`src/rtl/fft_pkg.sv`:
```
// Shared FFT datapath constants and the frame-bank state encoding,
// common to the frame buffer and the downstream FFT stages.
package fft_pkg;

    localparam int FFT_DATA_W = 32;
    localparam int FFT_N_PTS  = 8;
    localparam int FFT_CNT_W  = 16;

    typedef enum logic [1:0] {
        BANK_EMPTY   = 2'd0,
        BANK_FILLING = 2'd1,
        BANK_FULL    = 2'd2
    } bank_state_t;

endpackage

```
`src/rtl/fft_frame_buffer_if.sv`:
```
// Sample-in / frame-out handshake bundle between the sample source,
// the frame buffer and the downstream FFT.
interface fft_frame_buffer_if
    import fft_pkg::*;
#(
    parameter int DATA_W = FFT_DATA_W
);

    logic signed [DATA_W-1:0]    samp_data;
    logic                        samp_valid;
    logic                        samp_ready;
    logic                        sync_clr;
    logic signed [DATA_W-1:0]    x0;
    logic signed [DATA_W-1:0]    x1;
    logic signed [DATA_W-1:0]    x2;
    logic signed [DATA_W-1:0]    x3;
    logic signed [DATA_W-1:0]    x4;
    logic signed [DATA_W-1:0]    x5;
    logic signed [DATA_W-1:0]    x6;
    logic signed [DATA_W-1:0]    x7;
    logic                        frame_valid;
    logic                        frame_ready;
    logic [FFT_CNT_W-1:0]        frame_cnt;

    modport master (
        output samp_data, samp_valid, sync_clr, frame_ready,
        input  samp_ready, frame_valid, frame_cnt,
        input  x0, x1, x2, x3, x4, x5, x6, x7
    );

    modport slave (
        input  samp_data, samp_valid, sync_clr, frame_ready,
        output samp_ready, frame_valid, frame_cnt,
        output x0, x1, x2, x3, x4, x5, x6, x7
    );

endinterface

```
`src/rtl/fft_frame_buffer_bank.sv`:
```
// One ping-pong half: N_PTS x DATA_W register bank with indexed write
// and full parallel read.
module frame_bank
    import fft_pkg::*;
#(
    parameter  int DATA_W = FFT_DATA_W,
    parameter  int N_PTS  = FFT_N_PTS,
    localparam int IDX_W  = $clog2(N_PTS)
) (
    input  logic                           clk,
    input  logic                           rst_n,
    input  logic                           i_wr_en,
    input  logic [IDX_W-1:0]               i_wr_idx,
    input  logic [DATA_W-1:0]              i_wr_data,
    output logic [N_PTS-1:0][DATA_W-1:0]   o_rd_data
);

    logic [N_PTS-1:0][DATA_W-1:0] r_mem;

    always_ff @(posedge clk or negedge rst_n) begin
        if (!rst_n) begin
            r_mem <= '0;
        end else if (i_wr_en) begin
            r_mem[i_wr_idx] <= i_wr_data;
        end
    end

    assign o_rd_data = r_mem;

endmodule

```
`src/rtl/fft_frame_buffer.sv`:
```
// Ping-pong frame buffer: collects 8 consecutive samples into one bank
// while the other bank is presented in parallel to the FFT.
module fft_frame_buffer
    import fft_pkg::*;
#(
    parameter int DATA_W = FFT_DATA_W,
    parameter int N_PTS  = FFT_N_PTS
) (
    input  logic               clk,
    input  logic               rst_n,
    fft_frame_buffer_if.slave  bus
);

    localparam int IDX_W = $clog2(N_PTS);

    bank_state_t               r_bank_st [2];
    bank_state_t               w_bank_st_nxt [2];
    logic                      r_wr_sel;
    logic                      w_wr_sel_nxt;
    logic                      r_rd_sel;
    logic                      w_rd_sel_nxt;
    logic [IDX_W-1:0]          r_wr_idx;
    logic [IDX_W-1:0]          w_wr_idx_nxt;
    logic [FFT_CNT_W-1:0]      r_frame_cnt;
    logic [FFT_CNT_W-1:0]      w_frame_cnt_nxt;
    logic                      r_run;

    logic                      w_samp_ready;
    logic                      w_frame_valid;
    logic                      w_accept;
    logic                      w_consume;
    logic                      w_wr_en0;
    logic                      w_wr_en1;
    logic [N_PTS-1:0][DATA_W-1:0] w_bank0_rd;
    logic [N_PTS-1:0][DATA_W-1:0] w_bank1_rd;
    logic [N_PTS-1:0][DATA_W-1:0] w_rd_frame;

    assign w_accept  = bus.samp_valid & w_samp_ready;
    assign w_consume = w_frame_valid & bus.frame_ready;
    assign w_wr_en0  = w_accept & ~r_wr_sel;
    assign w_wr_en1  = w_accept &  r_wr_sel;

    frame_bank #(
        .DATA_W (DATA_W),
        .N_PTS  (N_PTS)
    ) u_bank0 (
        .clk       (clk),
        .rst_n     (rst_n),
        .i_wr_en   (w_wr_en0),
        .i_wr_idx  (r_wr_idx),
        .i_wr_data (bus.samp_data),
        .o_rd_data (w_bank0_rd)
    );

    frame_bank #(
        .DATA_W (DATA_W),
        .N_PTS  (N_PTS)
    ) u_bank1 (
        .clk       (clk),
        .rst_n     (rst_n),
        .i_wr_en   (w_wr_en1),
        .i_wr_idx  (r_wr_idx),
        .i_wr_data (bus.samp_data),
        .o_rd_data (w_bank1_rd)
    );

    always_ff @(posedge clk or negedge rst_n) begin
        if (!rst_n) begin
            r_bank_st[0] <= BANK_EMPTY;
            r_bank_st[1] <= BANK_EMPTY;
            r_wr_sel     <= 1'b0;
            r_rd_sel     <= 1'b0;
            r_wr_idx     <= '0;
            r_frame_cnt  <= '0;
            r_run        <= 1'b0;
        end else begin
            r_bank_st[0] <= w_bank_st_nxt[0];
            r_bank_st[1] <= w_bank_st_nxt[1];
            r_wr_sel     <= w_wr_sel_nxt;
            r_rd_sel     <= w_rd_sel_nxt;
            r_wr_idx     <= w_wr_idx_nxt;
            r_frame_cnt  <= w_frame_cnt_nxt;
            r_run        <= 1'b1;
        end
    end

    // Completion and consume never target the same bank: the write bank
    // equals a FULL read bank only when both are FULL and writes are stalled.
    always_comb begin
        w_bank_st_nxt   = r_bank_st;
        w_wr_sel_nxt    = r_wr_sel;
        w_rd_sel_nxt    = r_rd_sel;
        w_wr_idx_nxt    = r_wr_idx;
        w_frame_cnt_nxt = r_frame_cnt;

        if (bus.sync_clr) begin
            w_wr_idx_nxt = '0;
            if (r_bank_st[r_wr_sel] == BANK_FILLING) begin
                w_bank_st_nxt[r_wr_sel] = BANK_EMPTY;
            end
        end else if (w_accept) begin
            if (r_wr_idx == IDX_W'(N_PTS - 1)) begin
                w_bank_st_nxt[r_wr_sel] = BANK_FULL;
                w_wr_idx_nxt            = '0;
                w_wr_sel_nxt            = ~r_wr_sel;
            end else begin
                w_bank_st_nxt[r_wr_sel] = BANK_FILLING;
                w_wr_idx_nxt            = r_wr_idx + 1'b1;
            end
        end

        if (w_consume) begin
            w_bank_st_nxt[r_rd_sel] = BANK_EMPTY;
            w_rd_sel_nxt            = ~r_rd_sel;
            w_frame_cnt_nxt         = r_frame_cnt + 1'b1;
        end
    end

    always_comb begin
        w_samp_ready  = r_run & (r_bank_st[r_wr_sel] != BANK_FULL) & ~bus.sync_clr;
        w_frame_valid = (r_bank_st[r_rd_sel] == BANK_FULL);
        w_rd_frame    = r_rd_sel ? w_bank1_rd : w_bank0_rd;
    end

    assign bus.samp_ready  = w_samp_ready;
    assign bus.frame_valid = w_frame_valid;
    assign bus.frame_cnt   = r_frame_cnt;
    assign bus.x0          = w_rd_frame[0];
    assign bus.x1          = w_rd_frame[1];
    assign bus.x2          = w_rd_frame[2];
    assign bus.x3          = w_rd_frame[3];
    assign bus.x4          = w_rd_frame[4];
    assign bus.x5          = w_rd_frame[5];
    assign bus.x6          = w_rd_frame[6];
    assign bus.x7          = w_rd_frame[7];

endmodule

```
`src/flat_wrapper.sv`:
```
// flat-port wrapper written by rule: the top's interface ports become plain ports
module fft_frame_buffer_flat import fft_pkg::*;
#(
    parameter int DATA_W = FFT_DATA_W,
    parameter int N_PTS  = FFT_N_PTS
)
  (clk, rst_n, bus_samp_data, bus_samp_valid, bus_sync_clr, bus_frame_ready, bus_samp_ready, bus_frame_valid, bus_frame_cnt, bus_x0, bus_x1, bus_x2, bus_x3, bus_x4, bus_x5, bus_x6, bus_x7);
  fft_frame_buffer_if #(.DATA_W(DATA_W)) bus_i ();
  input  logic clk;
  input  logic rst_n;
  input wire logic [$bits(bus_i.samp_data)-1:0] bus_samp_data;
  input wire logic [$bits(bus_i.samp_valid)-1:0] bus_samp_valid;
  input wire logic [$bits(bus_i.sync_clr)-1:0] bus_sync_clr;
  input wire logic [$bits(bus_i.frame_ready)-1:0] bus_frame_ready;
  output wire logic [$bits(bus_i.samp_ready)-1:0] bus_samp_ready;
  output wire logic [$bits(bus_i.frame_valid)-1:0] bus_frame_valid;
  output wire logic [$bits(bus_i.frame_cnt)-1:0] bus_frame_cnt;
  output wire logic [$bits(bus_i.x0)-1:0] bus_x0;
  output wire logic [$bits(bus_i.x1)-1:0] bus_x1;
  output wire logic [$bits(bus_i.x2)-1:0] bus_x2;
  output wire logic [$bits(bus_i.x3)-1:0] bus_x3;
  output wire logic [$bits(bus_i.x4)-1:0] bus_x4;
  output wire logic [$bits(bus_i.x5)-1:0] bus_x5;
  output wire logic [$bits(bus_i.x6)-1:0] bus_x6;
  output wire logic [$bits(bus_i.x7)-1:0] bus_x7;
  assign bus_i.samp_data = bus_samp_data;
  assign bus_i.samp_valid = bus_samp_valid;
  assign bus_i.sync_clr = bus_sync_clr;
  assign bus_i.frame_ready = bus_frame_ready;
  assign bus_samp_ready = bus_i.samp_ready;
  assign bus_frame_valid = bus_i.frame_valid;
  assign bus_frame_cnt = bus_i.frame_cnt;
  assign bus_x0 = bus_i.x0;
  assign bus_x1 = bus_i.x1;
  assign bus_x2 = bus_i.x2;
  assign bus_x3 = bus_i.x3;
  assign bus_x4 = bus_i.x4;
  assign bus_x5 = bus_i.x5;
  assign bus_x6 = bus_i.x6;
  assign bus_x7 = bus_i.x7;
  fft_frame_buffer #(.DATA_W(DATA_W), .N_PTS(N_PTS)) u_core (.clk(clk), .rst_n(rst_n), .bus(bus_i));
endmodule
```
`config.mk`:
```
export PLATFORM = sky130hd
export DESIGN_NAME = fft_frame_buffer_flat
export DESIGN_NICKNAME = d
export VERILOG_FILES = /design/src/rtl/fft_pkg.sv /design/src/rtl/fft_frame_buffer_if.sv /design/src/rtl/fft_frame_buffer_bank.sv /design/src/rtl/fft_frame_buffer.sv /design/src/flat_wrapper.sv
export SDC_FILE = /design/constraint.sdc
export NUM_CORES = 1
export LEC_CHECK = 0
export BUFFER_PORTS_ARGS = -buffer_cell sky130_fd_sc_hd__buf_2
export CAP_MARGIN = 20
export CORE_UTILIZATION = 52
export CTS_CLUSTER_DIAMETER = 50
export DETAILED_ROUTE_END_ITERATION = 8
export PLACE_DENSITY_LB_ADDON = 0.3
export SYNTH_ARGS = -nofsm -noshare
export SYNTH_HDL_FRONTEND = slang
export SYNTH_SLANG_ARGS = --single-unit
```
`constraint.sdc`:
```
create_clock -name clk -period 1.8 [get_ports clk]
set_input_delay 0.18 -clock clk [delete_from_list [all_inputs] [get_ports clk]]
set_output_delay 0.18 -clock clk [all_outputs]
set_load 0.005 [all_outputs]
```
==> results.yml <==
placement:
  hpwl_um: 37320
  place_area_um2: 26600
  gp_congestion: 0.7952
  place.port_buffers: 310
global_routing:
  track_usage_pct: 25.33
  grt_first_pass_wirelength_um: 90300
  gr-total-overflow: 0
  antenna_found_initial: 1
  grt_pass1_vias: 15161
  grt_max_degree: 84
yosys:
  yosys_warnings: 0
  synth_top_area_share_pct: 57.02
  syn_area_per_cell_um2: 15.33
  synth_nets: 1580
  synth_top_cell_by_area: "dfrtp_1"
  syn-cell-area_um2: 23610
  syn_inst: 1540
  ys_ff_latch: 538
  synthTopCellsByArea: "dfrtp_1, mux2_2, mux2_4, clkbuf_1, mux2_1"
  yosysUniqueCellTypes: 41
  seq_area_frac_synth_pct: 57.02
setup_path:
  critPathMaxFanout: 30
  slowest_stage: "dfrtp_4"
  critPathLaunch: "u_core.r_rd_sel"
  cp_top_family: "buffers and inverters"
  required_ns: 1.62
  slowest_delay_ns: 0.47
  ff2ff_path_depth: 5
  crit_arrival_ns: 2.02
  timing.rr.start: "u_core.r_run"
  r2r_slack_ns: -0.23
  path_buf_inv: 3
  path_class: "flop to output pin"
  start_kind: "flop"
  reg2reg_to: "u_core.u_bank0.o_rd_data[220]"
  crit_chain: "buf_12 > buf_16 > mux2_2 > buf_2"
  cp-end-kind: "output pin"
cells_and_area:
  layout_commonest_cell: "mux2_2"
  layout-drive-gt1-share_pct: 65.77
  area_delta_synth_final_pct: 24.53
  layout.cells.most_common_list: "mux2_2, dfrtp_1, buf_2, mux2_4, buf_6"
  nFillCells: 3156
  nNetsFinal: 1927
  fin_area_um2: 29410
timing:
  hold_ws_ns: 0.04089
  rsz0062_at_grt: "yes"
  hold_viol: 0
  fin_ws_ns: -0.3970
  period_share_pct: 122.1
  finalSetupViolCount: 606
  period_minus_slack_ns: 2.197
  fin_skew_ns: 0.02246
  fmax_ghz: 0.4552
  final_max_slew_viol_count: 0
die:
  core_um2: 44510
  die_h_um: 215.1
  die_w_um: 215.1
  dieArea_um2: 46270
  start_util_pct: 53.05
  ios: 311
  num_rows: 77
drt:
  drtIter0Drc: 656
  routedWlPerCell_um: 22.96
  drt-total-wl_um: 58030
  vias_per_cell: 5.572
  drt_pass1_iterations: 5
  num_vias: 14081
  drcViolationCount: 0
  ant_nets: 0
cts:
  clockRootBuffer: "clkbuf_16"
  clock_latency_ns: 0.62
  clock_path_buffers: 3
  clock_sinks: 538
  clkTransAtPathRegs_ns: 0.06
  htreeDepth: 2
  cts_buffers: 58
  cts_tree: "yes"
min_path:
  min_to: "u_core.u_bank0.o_rd_data[34]"
  hold_depth: 2
  worstHoldPathType: "input port to flop"
  worstHoldStart: "bus_samp_data[2]"
power_and_ir_drop:
  power_density_nw_per_um2: 1123
  leakagePower_nw: 15.78
  ir_worst_vdd_mv: 0.9310
flow_run:
  max_cap_viol_count: 0
run_status:
  violations: "negative setup slack"
  status: "finished with violations"
-- where the power goes --
| part | switching (mW) | internal (mW) |
|---|---|---|
| Combinational | 3.35 | 4.21 |
| Sequential | 0.612 | 13.1 |
| Clock | 4.84 | 6.94 |
-- Yosys cell counts, drive strengths merged --
cell type,instances
a211oi,4
mux2,769
and3b,1
a31oi,2
inv,6
o22ai,1
nand3b,3
nand3,11
nand2,14
a21o,1
o211ai,1
mux2i,3
clkbuf,84
nand4b,1
dfrtp,538
nand4,2
o21ai,3
xor2,7
and3,7
a21oi,2
nand4bb,1
conb,1
nor3,8
o41ai,1
nor2b,3
and2,1
or3,4
buf,35
ha,3
nor2,8
nor3b,1
and4,2
xnor2,8
nand2b,3
o31ai,1
-- cells by family after synthesis --
logic type / Yosys count / synth area share (%)
compound gates: 16 / 0.4451
buf+inv: 125 / 2.331
flops: 538 / 57.02
simple gates: 70 / 1.722
mux: 772 / 37.75
other cells: 1 / 0.01588
xor+xnor: 15 / 0.5564
fa+ha+maj: 3 / 0.1590
-- metal layers --
| metal | share of wire (%) | GRT usage (%) | routed length [um] | up-vias |
|---|---|---|---|---|
| met1 | 44 | 33.91 | 25560 | 7469 |
| met4 | 2.8 | 8.180 | 1631 | 0 |
| met5 | 0 | 0 | 0 | - |
| met2 | 48 | 41.40 | 28110 | 326 |
| li1 | - | - | - | 6191 |
| met3 | 4.7 | 5.237 | 2728 | 95 |
-- worst max-delay path by stage --
stage | endpoint | slack, ns | depth (start not counted)
finish | bus_x2[26] | -0.40 | 4
global route | bus_x7[27] | -0.46 | 4
CTS | bus_x5[13] | -0.44 | 4
detailed placement | u_core.u_bank0.o_rd_data[37] | -0.23 | 5
global placement | u_core.u_bank0.o_rd_data[38] | -0.21 | 5
floorplan | u_core.u_bank0.o_rd_data[33] | -0.10 | 6
-- area by class of cell --
type	count	area [um^2]	share of cell area (%)
multi-input combinational	877	9889	33.63
timing repair buffer	406	3366	11.45
clock inverter	24	232.7	0.7914
sequential	538	13470	45.80
tap	592	740.7	2.519
antenna	1	2.502	0.008510
inverter	6	22.52	0.07659
clock buffer	83	1685	5.731
-- flip-flops by register name, summed over array words and instances (netlist names) --
signal                    count
u_core.u_bank0.o_rd_data    256
u_core.u_bank1.o_rd_data    256
u_core.bus.frame_cnt         16
u_core.r_bank_st              4
u_core.r_wr_idx               3
u_core.r_rd_sel               1
u_core.r_run                  1
u_core.r_wr_sel               1
-- through the flow --
| stage | instances | setup TNS, ns | total power [mW] | util (%) | worst slack (ns) |
|---|---|---|---|---|---|
| 2_1_floorplan | 1540 | -8.571 | 17.61 | - | -0.1044 |
| 3_3_place_gp | 2405 | -41.91 | 20.17 | 59.76 | -0.2141 |
| 3_5_place_dp | 2405 | -48.40 | 20.31 | 59.76 | -0.2342 |
| 4_1_cts | 2525 | -132.37 | 32.96 | 65.10 | -0.4379 |
| 5_1_grt | 2527 | -174.87 | 34.29 | 66.07 | -0.4555 |
| 6_report | 2527 | -119.56 | 33.02 | 66.07 | -0.3970 |
-- what timing repair did --
action | in CTS | in global routing
cloned | 5 | 0
hold buffers | 4 | 0
gates resized for setup | 48 | 86
buffers inserted | 4 | 1
hold endpoints to repair | 394 | 0
setup endpoints to repair | 600 | 680
Note: power is estimated with default switching activity, not from simulation.
